==> config.mk <==
export PLATFORM = sky130hd
export DESIGN_NAME = btn_conditioner
export DESIGN_NICKNAME = d
export VERILOG_FILES = /design/src/rtl/btn_conditioner.sv
export SDC_FILE = /design/constraint.sdc
export NUM_CORES = 1
export LEC_CHECK = 0
export CAP_MARGIN = 15
export CORE_AREA = 2 2 39 41
export CTS_BUF_LIST = sky130_fd_sc_hd__clkbuf_8
export DETAILED_ROUTE_END_ITERATION = 6
export DIE_AREA = 0 0 41 43
export SLEW_MARGIN = 10
export SYNTH_ARGS = -nofsm -noshare
export SYNTH_HDL_FRONTEND = slang
export SYNTH_SLANG_ARGS = --single-unit
==> constraint.sdc <==
create_clock -name clock -period 1.21 [get_ports clock]
set_input_delay 0.242 -clock clock [delete_from_list [all_inputs] [get_ports clock]]
set_output_delay 0.242 -clock clock [all_outputs]
set_load 0.03 [all_outputs]
==> src/rtl/btn_conditioner.sv <==
// Push-button conditioner: two-flop synchronizer, debounce FSM, press/release pulses.
// Optional long-press pulse is built only when BTN_LONG_PRESS_EN is defined.
module btn_conditioner #(
    parameter int STABLE_CYCLES = 3,
    parameter int LONG_CYCLES   = 8
) (
    input  logic clock,
    input  logic reset,
    input  logic btn_raw,
    output logic btn_level,
    output logic btn_press,
    output logic btn_release,
    output logic btn_long
);

    localparam int CW = $clog2(STABLE_CYCLES) + 1;
    localparam logic [CW-1:0] CNT_LAST = CW'(STABLE_CYCLES - 1);

    if (STABLE_CYCLES < 1 || STABLE_CYCLES > 255 || LONG_CYCLES < 1 || LONG_CYCLES > 65535) begin : g_param_check
        $error("btn_conditioner: parameter out of range");
    end

    typedef enum logic [1:0] {IDLE, ARMING, HELD, RELEASING} state_t;

    state_t        state, state_next;
    logic [CW-1:0] cnt, cnt_next;
    logic          press_next, release_next;
    logic          sync1, sync2;

    always_ff @(posedge clock) begin
        if (reset) begin
            sync1 <= 1'b0;
            sync2 <= 1'b0;
        end else begin
            sync1 <= btn_raw;
            sync2 <= sync1;
        end
    end

    always_ff @(posedge clock) begin
        if (reset) begin
            state       <= IDLE;
            cnt         <= '0;
            btn_level   <= 1'b0;
            btn_press   <= 1'b0;
            btn_release <= 1'b0;
        end else begin
            state       <= state_next;
            cnt         <= cnt_next;
            btn_level   <= (state_next == HELD) || (state_next == RELEASING);
            btn_press   <= press_next;
            btn_release <= release_next;
        end
    end

    // Any sample disagreeing with the pending level drops back to the stable state.
    always_comb begin
        state_next   = state;
        cnt_next     = cnt;
        press_next   = 1'b0;
        release_next = 1'b0;
        case (state)
            IDLE: begin
                if (sync2) begin
                    if (STABLE_CYCLES == 1) begin
                        state_next = HELD;
                        cnt_next   = '0;
                        press_next = 1'b1;
                    end else begin
                        state_next = ARMING;
                        cnt_next   = CW'(1);
                    end
                end
            end
            ARMING: begin
                if (!sync2) begin
                    state_next = IDLE;
                    cnt_next   = '0;
                end else if (cnt == CNT_LAST) begin
                    state_next = HELD;
                    cnt_next   = '0;
                    press_next = 1'b1;
                end else begin
                    cnt_next = cnt + CW'(1);
                end
            end
            HELD: begin
                if (!sync2) begin
                    if (STABLE_CYCLES == 1) begin
                        state_next   = IDLE;
                        cnt_next     = '0;
                        release_next = 1'b1;
                    end else begin
                        state_next = RELEASING;
                        cnt_next   = CW'(1);
                    end
                end
            end
            RELEASING: begin
                if (sync2) begin
                    state_next = HELD;
                    cnt_next   = '0;
                end else if (cnt == CNT_LAST) begin
                    state_next   = IDLE;
                    cnt_next     = '0;
                    release_next = 1'b1;
                end else begin
                    cnt_next = cnt + CW'(1);
                end
            end
            default: begin
                state_next = IDLE;
                cnt_next   = '0;
            end
        endcase
    end

`ifdef BTN_LONG_PRESS_EN
    localparam logic [15:0] LONG_TARGET = 16'(LONG_CYCLES);

    logic [15:0] hold_cnt;
    logic        hold_inc;

    assign hold_inc = ((state == HELD) || (state == RELEASING)) && (hold_cnt != 16'hFFFF);

    // Firing only on the increment that lands on the target gives one pulse per press, even when saturated.
    always_ff @(posedge clock) begin
        if (reset) begin
            hold_cnt <= '0;
            btn_long <= 1'b0;
        end else if (press_next) begin
            hold_cnt <= '0;
            btn_long <= 1'b0;
        end else begin
            if (hold_inc) begin
                hold_cnt <= hold_cnt + 16'd1;
            end
            btn_long <= hold_inc && ((hold_cnt + 16'd1) == LONG_TARGET) && !release_next;
        end
    end
`else
    assign btn_long = 1'b0;
`endif

endmodule

==> summary.txt <==
Placement
  – PortBufs: 5
  – Placed Area: 435 um2
  – Placed cells: 57
  – Placer Congestion: 0.691

Layout
  – Post-layout util: 0.353
  – Nets: 49
  – Design Area, Final: 488 um2
  – Fillers: 148
  – Layout Cells excl Fill: 61
  – ANT cells: 0
  – Area growth syn-to-layout: 33.6%
  – Fraction of layout instances using a drive strength above 1: 0.244

Routing
  – Pre-antenna DRT Iters: 4
  – Vias/cell: 4.85
  – 1st-iter DRT viols: 2
  – Antenna-violating nets left: 0
  – Routed WL: 615 um
  – Avg WL per Cell: 10.1 um
  – DR vias: 296
  – Post-route DRC: 0

Clock tree
  – CTS tree: yes
  – Clock latency on the worst-skew pair: 0.23 ns
  – Clock sinks: 9
  – Total setup buffers inserted after CTS: 0
  – Clock buffer count from CTS: 3
  – CTS clk-pin slew, worst paths: 0.04 ns
  – Number of H-tree levels: 1
  – Post-CTS Hold Fix Bufs: 0
  – Clock tree root buffer cell: clkbuf_8
  – Maximum clock path buffer count: 2

Status
  – Status: completed

Setup path
  – Worst R2R End: cnt[2]$_SDFFE_PP0P_
  – Critical Path RT: 1.37 ns
  – Crit-path slowest cell: or4b_1
  – Reg-to-reg startpoint: sync2$_SDFF_PP0_
  – Crit. End Element: flip-flop
  – CP top delay family: simple AND/OR/NAND/NOR gates
  – Critical Path Source: sync2$_SDFF_PP0_
  – Largest stage delay, worst path: 0.47 ns
  – Flop-to-flop setup slack: 0.06 ns
  – Critical path class: flip-flop to flip-flop
  – Critical Path, Cell by Cell: xor2_2, or4b_1, o21ai_1
  – CP startpoint kind: flip-flop
  – Worst Path Max Fanout: 7
  – CP arrival: 1.32 ns
  – Cells on worst reg2reg path: 3
  – Worst path bufs/invs: 0

Die
  – Floorplan row count: 14
  – # IOs: 7
  – Die X: 41 um
  – Std-Cell Core Area: 1380 um2
  – Die area: 1760 um2
  – Initial Utilization: 0.264
  – Die height: 43 um

Logic synthesis
  – Ys flop type: dfxtp_1
  – Syn_nets: 39
  – Synth cell types: 21
  – Mapped Cells: 36
  – Number of enable flip-flop cells after synthesis: 0
  – Avg Cell Area, Syn: 10.1 um2
  – Seq/Total Area, Yosys: 0.493
  – Synth Register Bits: 9
  – Fraction of registers with async set/reset: 0
  – Mapped cell area: 365 um2
  – YS warnings: 0

Hold path
  – Min-Delay Path Class: flip-flop to flip-flop
  – Hold path endpoint: sync2$_SDFF_PP0_
  – Depth of the worst hold-timing path: 1
  – Hold Path Origin: sync1$_SDFF_PP0_

Pwr
  – Cell Pwr Density: 1380 nW/um2
  – Peak supply drop: 596 uV
  – Power, Total: 675 uW
  – P_leak: 0.185 nW

Timing
  – Clock Skew: 0.000426 ns
  – Minimum clock period: 1.15 ns
  – Setup TNS: 0 ns
  – Final period util: 0.953
  – Final slew viol count: 0
  – Final setup viols: 0
  – RSZ-0062 raised after global routing: no
  – Hold Fails Final Rpt: 0
  – Fmax: 0.867 GHz

GRT
  – Global-route wire length before repair: 1.03 mm
  – Gr usage total: 0.0948
  – Initial antenna violation count: 0
  – Pin count of the biggest net entering global routing: 10
  – Grt ovf: 0
  – Vias in the first global route: 239

Flow run
  – Max-cap violations: 0
-- worst max path at each step --
stage,end,slack [ns],depth (start not counted)
floorplan,cnt[2]$_SDFFE_PP0P_,0.02,3
global placement,cnt[2]$_SDFFE_PP0P_,-0.07,3
detailed placement,cnt[2]$_SDFFE_PP0P_,-0.08,3
CTS,cnt[2]$_SDFFE_PP0P_,0.04,3
global route,cnt[2]$_SDFFE_PP0P_,0.008,3
finish,cnt[2]$_SDFFE_PP0P_,0.06,3
-- placed cells by master, fill, tap and decap left out, drive strengths merged --
cell type      n
nor2           2
xor2           2
nor4b          2
and4bb         1
nand3b         1
nor3           1
or3b           1
nor2b          4
buf            4
clkbuf         3
clkdlybuf4s50  2
inv            1
a31oi          1
dfxtp          9
mux2i          1
o21a           1
or4b           1
nand4b         1
conb           1
nor3b          1
dlygate4sd2    1
o21ai          1
nand4          1
nand2          2
-- routing by layer --
metal	GRT usage	wire length [um]	part of all wire	vias up
li1	-	-	-	145
met1	0.111	283	0.46	145
met2	0.113	302	0.49	4
met3	0.0314	20	0.033	2
met4	0.120	9	0.015	0
met5	0	0	0	-
-- stage by stage --
stage,hold WS [ns],worst slack [ns]
6_report,0.441,0.0570
2_1_floorplan,0.370,0.0156
3_5_place_dp,0.446,-0.0818
4_1_cts,0.453,0.0434
5_1_grt,0.462,0.00761
3_3_place_gp,0.443,-0.0711
-- registers in the layout (all words and copies together), names as in the netlist --
signal       cells
btn_release      1
btn_press        1
state            2
cnt              3
sync1            1
sync2            1
-- where the power goes --
part | internal (mW) | leakage (nW) | switching [mW]
logic | 0.0156 | 0.0838 | 0.0144
registers | 0.304 | 0.0740 | 0.00590
clock network | 0.221 | 0.0269 | 0.115
-- cells by family after synthesis --
family	count (synthesis)	synth area share
flops	9	0.493
xor+xnor	2	0.0480
compound gates	3	0.0514
simple gates	18	0.339
buf+inv	2	0.0308
other cells	1	0.0103
mux	1	0.0274
-- worst reg2reg max path: stages, from the launching register on --
cell     delay, ns
dfxtp_2       0.33
xor2_2        0.21
or4b_1        0.47
o21ai_1       0.08
-- synth_stat cells (all sizes together) (2+ instances only) --
master | n | area [um2]
nand2 | 2 | 7.51
nor2 | 2 | 7.51
xor2 | 2 | 17.5
dfxtp | 9 | 180
nor4b | 2 | 17.5
nor2b | 4 | 25.0
-- layout make-up --
type                       instances  area, um2  area share
sequential                         9        183       0.374
clock buffer                       3       41.3      0.0846
timing repair buffer               7       58.8       0.121
multi-input combinational         25        181       0.372
tap                               16       20.0      0.0410
clock inverter                     1       3.75     0.00769
-- what timing repair did --
item	4_1_cts	5_1_grt
endpoints found under the setup margin	1	2
gates cloned	0	0
gates resized for setup	1	3
Power figures use the tool's default switching activity.
